--- src/rtl/c1_bus_responder_pkg.sv ---
// cache_bus_pkg: shared definitions for the C1/A1/D1 CPU-to-cache bus.
// Holds the bus widths, the C1 command codes, the responder state type
// and the flat request payload handed to the cache core.
package cache_bus_pkg;

   localparam int unsigned TAG_W  = 10;
   localparam int unsigned SET_W  = 5;
   localparam int unsigned OFF_W  = 4;
   localparam int unsigned ADDR_W = TAG_W + SET_W + OFF_W;   // 19
   localparam int unsigned A1_W   = TAG_W + SET_W;           // 15
   localparam int unsigned D1_W   = 16;
   localparam int unsigned C1_W   = 3;
   localparam int unsigned DATA_W = 32;

   localparam logic [C1_W-1:0] C1_NOP             = 3'd0;
   localparam logic [C1_W-1:0] C1_READ8           = 3'd1;
   localparam logic [C1_W-1:0] C1_READ16          = 3'd2;
   localparam logic [C1_W-1:0] C1_READ32          = 3'd3;
   localparam logic [C1_W-1:0] C1_INVALIDATE_LINE = 3'd4;
   localparam logic [C1_W-1:0] C1_WRITE8          = 3'd5;
   localparam logic [C1_W-1:0] C1_WRITE16         = 3'd6;
   localparam logic [C1_W-1:0] C1_WRITE32         = 3'd7;
   localparam logic [C1_W-1:0] C1_RESPONSE        = 3'd7;

   typedef enum logic [2:0] {
      ST_IDLE      = 3'd0,
      ST_ADDR2     = 3'd1,
      ST_DATA2     = 3'd2,
      ST_ISSUE     = 3'd3,
      ST_WAIT_CORE = 3'd4,
      ST_TURN      = 3'd5,
      ST_RESP1     = 3'd6,
      ST_RESP2     = 3'd7
   } state_e;

   typedef struct packed {
      logic [C1_W-1:0]   cmd;
      logic [ADDR_W-1:0] addr;
      logic [DATA_W-1:0] wdata;
   } c1_req_t;

   function automatic logic is_read(input logic [C1_W-1:0] cmd);
      return (cmd >= C1_READ8) && (cmd <= C1_READ32);
   endfunction

   function automatic logic is_write(input logic [C1_W-1:0] cmd);
      return cmd >= C1_WRITE8;
   endfunction

endpackage

--- src/rtl/c1_bus_responder.sv ---
// c1_bus_responder: cache-side responder on the C1/A1/D1 bus.
// Collects a multi-cycle CPU command (command+tag/set, offset/data, optional
// upper data) into one request for the cache core, waits for the core
// completion, then returns a NOP completion (writes/invalidate) or RESPONSE
// plus read data on C1/D1 after a one-cycle turnaround.
// Ports:
//   clk, reset         clock, synchronous active-high reset
//   c1_in/out/oe       C1 command bus, split tri-state
//   a1_in              A1 address bus (input only)
//   d1_in/out/oe       D1 data bus, split tri-state
//   req_*              request to the cache core (valid/ready)
//   resp_valid/rdata   single-cycle completion from the core
// Optional: define C1_RESP_STATS_EN to add stat_reads/stat_writes/stat_inval
// counters of accepted requests per class.
module c1_bus_responder
   import cache_bus_pkg::*;
(
   input  logic              clk,
   input  logic              reset,
   input  logic [C1_W-1:0]   c1_in,
   output logic [C1_W-1:0]   c1_out,
   output logic              c1_oe,
   input  logic [A1_W-1:0]   a1_in,
   input  logic [D1_W-1:0]   d1_in,
   output logic [D1_W-1:0]   d1_out,
   output logic              d1_oe,
   output logic              req_valid,
   input  logic              req_ready,
   output logic [C1_W-1:0]   req_cmd,
   output logic [ADDR_W-1:0] req_addr,
   output logic [DATA_W-1:0] req_wdata,
   input  logic              resp_valid,
   input  logic [DATA_W-1:0] resp_rdata
`ifdef C1_RESP_STATS_EN
   ,
   output logic [31:0]       stat_reads,
   output logic [31:0]       stat_writes,
   output logic [31:0]       stat_inval
`endif
);

   state_e            state_q, state_d;
   c1_req_t           req_q, req_d;
   logic [DATA_W-1:0] rdata_q, rdata_d;
   logic              req_valid_d;
   logic              c1_oe_d, d1_oe_d;
   logic [C1_W-1:0]   c1_out_d;
   logic [D1_W-1:0]   d1_out_d;

   assign req_cmd   = req_q.cmd;
   assign req_addr  = req_q.addr;
   assign req_wdata = req_q.wdata;

   // State, request payload and registered bus outputs.
   always_ff @(posedge clk) begin
      if (reset) begin
         state_q   <= ST_IDLE;
         req_q     <= '0;
         rdata_q   <= '0;
         req_valid <= 1'b0;
         c1_oe     <= 1'b0;
         d1_oe     <= 1'b0;
         c1_out    <= C1_NOP;
         d1_out    <= '0;
      end else begin
         state_q   <= state_d;
         req_q     <= req_d;
         rdata_q   <= rdata_d;
         req_valid <= req_valid_d;
         c1_oe     <= c1_oe_d;
         d1_oe     <= d1_oe_d;
         c1_out    <= c1_out_d;
         d1_out    <= d1_out_d;
      end
   end

   // Next state plus next values of every registered output; bus drive is
   // decided one state ahead so it is visible exactly in RESP1/RESP2.
   always_comb begin
      state_d     = state_q;
      req_d       = req_q;
      rdata_d     = rdata_q;
      req_valid_d = 1'b0;
      c1_oe_d     = 1'b0;
      d1_oe_d     = 1'b0;
      c1_out_d    = C1_NOP;
      d1_out_d    = '0;

      case (state_q)
         ST_IDLE: begin
            if (c1_in != C1_NOP) begin
               req_d.cmd   = c1_in;
               req_d.addr  = {a1_in, OFF_W'(0)};
               req_d.wdata = '0;
               state_d     = ST_ADDR2;
            end
         end

         ST_ADDR2: begin
            req_d.addr[OFF_W-1:0] = a1_in[OFF_W-1:0];
            if (req_q.cmd == C1_WRITE8) begin
               req_d.wdata = DATA_W'(d1_in[7:0]);
            end else if ((req_q.cmd == C1_WRITE16) || (req_q.cmd == C1_WRITE32)) begin
               req_d.wdata[D1_W-1:0] = d1_in;
            end
            if (req_q.cmd == C1_WRITE32) begin
               state_d = ST_DATA2;
            end else begin
               state_d     = ST_ISSUE;
               req_valid_d = 1'b1;
            end
         end

         ST_DATA2: begin
            req_d.wdata[DATA_W-1:D1_W] = d1_in;
            state_d     = ST_ISSUE;
            req_valid_d = 1'b1;
         end

         ST_ISSUE: begin
            if (req_ready) begin
               state_d = ST_WAIT_CORE;
            end else begin
               req_valid_d = 1'b1;
            end
         end

         ST_WAIT_CORE: begin
            if (resp_valid) begin
               rdata_d = resp_rdata;
               state_d = ST_TURN;
            end
         end

         ST_TURN: begin
            state_d = ST_RESP1;
            c1_oe_d = 1'b1;
            if (is_read(req_q.cmd)) begin
               c1_out_d = C1_RESPONSE;
               d1_oe_d  = 1'b1;
               d1_out_d = (req_q.cmd == C1_READ8) ? {8'h00, rdata_q[7:0]}
                                                  : rdata_q[D1_W-1:0];
            end
         end

         ST_RESP1: begin
            if (req_q.cmd == C1_READ32) begin
               state_d  = ST_RESP2;
               c1_oe_d  = 1'b1;
               d1_oe_d  = 1'b1;
               c1_out_d = C1_RESPONSE;
               d1_out_d = rdata_q[DATA_W-1:D1_W];
            end else begin
               state_d = ST_IDLE;
            end
         end

         ST_RESP2: state_d = ST_IDLE;

         default: state_d = ST_IDLE;
      endcase
   end

`ifdef C1_RESP_STATS_EN
   logic req_accept;
   assign req_accept = req_valid && req_ready;

   // Per-class counts of requests accepted by the core; wrap naturally.
   always_ff @(posedge clk) begin
      if (reset) begin
         stat_reads  <= '0;
         stat_writes <= '0;
         stat_inval  <= '0;
      end else if (req_accept) begin
         if (is_read(req_q.cmd)) begin
            stat_reads <= stat_reads + 32'd1;
         end else if (is_write(req_q.cmd)) begin
            stat_writes <= stat_writes + 32'd1;
         end else begin
            stat_inval <= stat_inval + 32'd1;
         end
      end
   end
`endif

endmodule

--- config.mk ---
export PLATFORM = sky130hd
export DESIGN_NAME = c1_bus_responder
export DESIGN_NICKNAME = d
export VERILOG_FILES = /design/src/rtl/c1_bus_responder_pkg.sv /design/src/rtl/c1_bus_responder.sv
export SDC_FILE = /design/constraint.sdc
export NUM_CORES = 1
export LEC_CHECK = 0
export ABC_AREA = 1
export BUFFER_PORTS_ARGS = -buffer_cell sky130_fd_sc_hd__buf_2
export CAP_MARGIN = 40
export CORE_ASPECT_RATIO = 1.4
export CORE_MARGIN = 3
export CORE_UTILIZATION = 45
export DETAILED_ROUTE_END_ITERATION = 16
export HOLD_SLACK_MARGIN = 0.12
export PLACE_DENSITY_LB_ADDON = 0.3
export SKIP_CTS_REPAIR_TIMING = 1
export SLEW_MARGIN = 20
export SYNTH_ARGS = -nofsm -noshare
export SYNTH_HDL_FRONTEND = slang
export SYNTH_SLANG_ARGS = --single-unit
--- constraint.sdc ---
create_clock -name clk -period 1.5 [get_ports clk]
set_input_delay 0.075 -clock clk [delete_from_list [all_inputs] [get_ports clk]]
set_output_delay 0.075 -clock clk [all_outputs]
set_load 0.01 [all_outputs]
After elaboration in Yosys (flattened, before gate mapping)

Index checks and enable logic that the tools add are counted.

Register bits after elaboration: 111
Bits of input ports: 70
Logic and storage cells: 69

Magnitude comparators: 2
Equality and inequality tests: 17
Mux-type cells: 26
Reductions and logical operators: 12

Operator list:

| cell               | number |
|---|---|
| $mux 16            | 6 |
| $pmux 16 s2        | 2 |
| $pmux 16 s3        | 1 |
| $mux 36            | 1 |
| $pmux 3 s8         | 1 |
| $eq 3x3->1 const B | 7 |
| $mux 3             | 5 |
| $eq 3x2->1 const B | 3 |
| $reduce_and 3->1   | 3 |
| $ne 2x2->1 const B | 4 |
| $pmux 4 s2         | 1 |
| $eq 3x1->1 const B | 2 |
| $pmux 3 s2         | 1 |
| $reduce_and 2->1   | 3 |
| $reduce_bool 3->1  | 2 |
| $mux 1             | 5 |
| $pmux 1 s2         | 2 |
| $ge 3x1->1 const B | 1 |
| $le 3x2->1 const B | 1 |
| $logic_not 3->1    | 1 |
| $ne 3x3->1 const B | 1 |
| $pmux 1 s3         | 1 |
| $reduce_bool 2->1  | 1 |
| $logic_and 1x1->1  | 1 |
| $logic_or 1x1->1   | 1 |

Depth between registers and ports, before layout

Word-level depth: 5
Gate-level depth with buffers: 10
Depth with buffers taken out: 8

Least setup slack after synthesis

No wires, ideal clock.

Path kind: register to register
From: register req_q (netlist bit req_cmd[0])
To: register req_q (netlist bit req_wdata[22])
Setup time: 0.132 ns
Arrival time: 1.260 ns
Data required time: 1.368 ns
Setup slack: 0.108 ns
Stages on the path, launching flop included: 8
Path buffers: 2
Clock period less this slack: 1.392 ns
Cell sequence: dfxtp_1 > buf_2 > nand3_1 > nand2_1 > nand3_4 > buf_6 > nand2_1 > a21oi_2

Longest elaborated chain between the ends: 3

Ends and longest elaborated chain:

| element                           | RTL line                | RTL |
|---|---|---|
| start, declared                   | c1_bus_responder.sv:43  | `c1_req_t req_q, req_d;` |
| start signal, assigned            | c1_bus_responder.sv:67  | `req_q <= req_d;` |
| $eq 3x3->1                        | c1_bus_responder.sv:101 | `if (req_q.cmd == C1_WRITE8) begin` |
| $ne 2x2->1 (no source line)       | -                       |  |
| $reduce_and 3->1 (no source line) | -                       |  |

No other way between the ends.
A chain may end at the register's enable or synchronous reset.

Worst setup path in the final report

From: register state_q[0]
To: register rdata_q[10]

Longest elaborated chain between the ends: 2

Ends and longest elaborated chain:

| element                           | RTL line               | RTL |
|---|---|---|
| start, declared                   | c1_bus_responder.sv:42 | `state_e state_q, state_d;` |
| start signal, assigned            | c1_bus_responder.sv:66 | `state_q <= state_d;` |
| $eq 3x3->1                        | c1_bus_responder.sv:89 | `case (state_q)` |
| $reduce_and 2->1 (no source line) | -                      |  |
| end signal, assigned              | c1_bus_responder.sv:68 | `rdata_q <= rdata_d;` |
| end, declared                     | c1_bus_responder.sv:44 | `logic [DATA_W-1:0] rdata_q, rdata_d;` |

No other way between the ends.

==> results.md <==
- Final WS setup: about 67 ps
- Critical path depth in cells: 6
- MaxCap Viol Count: 0
- First-pass GRT wire length: 17.07 mm
- Yosys reg bits: 108
- DR iter-0 viols: between 150 and 200
- Core Box Area: roughly 9100 um2
- Final Skew: 4.025 ps
- Std-Cell Rows: 41
- Seq pwr share: about a third
- Top post-synthesis cells by area: dfxtp_1 51%, a21oi_1 9.2%, nand2_1 9.1%
- WP buf/inv: 2
- Gpl congestion: about 0.86
- Cell count of the worst reg-to-reg path: 6
- Initial antenna violation count: 0
- Via density: roughly 5.1
- Clk pin slew, worst setup/hold paths: ~70 ps
- Pwr dens: approximately 1700 nW/um2
- GR Overflow Total: 0
- Worst-Margin Slew: around 610 ps
- Setup crit start kind: flop
- Global Route Usage Sum: a little over 20%
- Drc violations: 0
- Root Buffer: clkbuf_16
- Clk sink count: about 110
- Post-Route WL: 12.84 mm
- WP data required: about 1700 ps
- Clock buffer depth: 2
- Pre-Repair DR Iteration Count: 5
- Ys async rst share: 0%
- DRT antenna net count: 0
- CTS tree: yes
- Worst endpoint data arrival time: between 1500 and 2000 ps
- Net Sw Frac: 37.40%
- Worst hold path class: input port to flop
- Worst slew margin: 59.21%
- Crit path max fanout: 37
- Worst path slowest cell: dfxtp_2
- Crit path kind: flop to flop
- Pleak: between 2 and 3 nW
- Final #Nets: about 830
- Syn. warnings: 0
- Final setup viols: 0
- Fmax: between 600 and 700 MHz
- Post-DR wirelength/cell: 14.76 um
- Post-synth net total: 613
- Outcome: completed
- Max incr delay on CP: 340 ps
- Reg-to-reg setup timing slack: approximately 67 ps
- Period utilization: a little over nine tenths
- Internal: 6.420 mW
- Max VDD drop: about 0.93 mV
- Port bufs: between 100 and 150
- EDFF count, synth: 0
- Total Power: 10.25 mW
- Die X: ~88 um
- Distinct cells, synth: 25
- Ys flop type: dfxtp_1
- Post-Syn Area: roughly 4200 um2
- Die Y: between 100 and 150 um
- Dpl hpwl: around 7.8 mm
- Clock share of power: 24.9%
- Fin. Hold Viols: 0
- TritonCTS Buffers: 9
- Final antenna diode count: 0
- Min Clock Period, post-route: ~1400 ps
- Area leader, netlist: dfxtp_1
- Layout cells sized above 1: around 28%
- Crit path capture type: flop
- Via count: roughly 4500
- Sequential fraction of the synthesis area: roughly half
- Synth Instances: between 500 and 600
- Hold Path Stages: 3
- Htree depth: 3
- Share of the synthesized area in the top cell type: 51.15%
- Number of global-route vias before repair: approximately 3800
- Io pins: 146
- Die Footprint: between 10000 and 15000 um2
- Commonest cells post-synth: 108 x dfxtp_1, 102 x nand2_1, 78 x a21oi_1
- Area grow syn2layout: 46.68%
- Synthesized area per cell: between 7 and 8 um2
- Crit-path cells: buf_4 > nor2_8 > nand3_2 > buf_12 > o21ai_0 > a21oi_1
- Dpl ws: 16.95 ps
- Largest delay contributor family on the critical path: buffers and inverters
- NetSw: between 3 and 4 mW
- Initial core utilization: a little under half
- Slew Limit Fails: 0
- Largest net degree at the start of global routing: between 50 and 60
- Most common cell in the netlist: dfxtp_1
- Combinational power share: about two fifths
- Clk_lat worst skew: approximately 340 ps
-- final cells by class --
class	count	area [um2]
clock buffer	11	242.7
clock inverter	5	83.83
fill	726	2880
inverter	61	236.5
multi-input combinational	344	1733
sequential	108	2163
tap	107	133.9
timing repair buffer	234	1607
-- cell families after synthesis --
kind of cell	after synthesis	share of synthesized area [%]
DFF	108	51.15
and+or+nand+nor	208	22.14
buffers and inverters	95	9.858
AOI/OAI and AO/OA	132	16.84
-- final timing paths --
| kind | start | endpoint |
|---|---|---|
| worst max-delay path | state_q[0]$_SDFFE_PP0P_ | rdata_q[10]$_SDFFE_PP0P_ |
| worst min-delay path | resp_rdata[3] | rdata_q[3]$_SDFFE_PP0P_ |
| worst max register to register | state_q[0]$_SDFFE_PP0P_ | rdata_q[10]$_SDFFE_PP0P_ |
| worst min register to register | rdata_q[19]$_SDFFE_PP0P_ | rdata_q[19]$_SDFFE_PP0P_ |
-- registers in the layout, summed over array words and instances, names as in the netlist --
name / count
c1_oe: 1
c1_out: 1
d1_out: 16
rdata_q: 32
req_addr: 19
req_cmd: 3
req_valid: 1
req_wdata: 32
state_q: 3
-- worst reg2reg max path, stage by stage, from the launching register on --
cell	delay (ps)
dfxtp_2	340
buf_4	160
nor2_8	150
nand3_2	150
buf_12	200
o21ai_0	230
a21oi_1	90
-- cells in the final DEF, fill, tap and decap left out, types with 3 or more instances in the layout --
cell / count
nor2_1: 51
buf_2: 145
nand3_1: 30
nand2_4: 3
o21ai_0: 34
nand2_1: 101
a21oi_1: 78
clkbuf_16: 9
nand3_4: 4
a21oi_2: 3
dfxtp_1: 107
inv_4: 3
nand3_2: 5
nand4_1: 8
inv_1: 56
nor2_2: 3
buf_4: 20
a22oi_1: 16
buf_12: 4
dlygate4sd3_1: 65
-- power groups by stage --
stage                     clock (mW)  combinational, mW  sequential, mW
after CTS                       2.59               3.55            3.59
after global placement             0               3.46            3.63
after global routing            2.72               4.53            3.65
after detailed placement           0               3.54            3.65
final                           2.56               4.10            3.60
after floorplan                    0               2.28            3.82
-- through the flow --
stage          setup TNS (ps)  std cells  hold slack (ps)  instance area [um2]  util (%)
2_1_floorplan               0        543            222.3                 4227         -
3_3_place_gp                0        783            343.4                 5116     56.35
3_5_place_dp                0        783            346.4                 5116     56.35
4_1_cts                -6.229        799           -18.99                 5443     59.94
5_1_grt                -108.8        870            127.0                 6200     68.28
6_report                    0        870            97.19                 6200     68.28
-- per-layer routing --
| metal | global-route usage (%) | vias up | wire length (um) |
|---|---|---|---|
| met4 | 11.13 | 0 | 447 |
| met5 | 0 | - | 0 |
| li1 | - | 2192 | - |
| met1 | 22.96 | 2072 | 4820 |
| met2 | 34.76 | 178 | 6878 |
| met3 | 3.613 | 37 | 694 |
No activity file was read; power rests on OpenSTA's default activity.
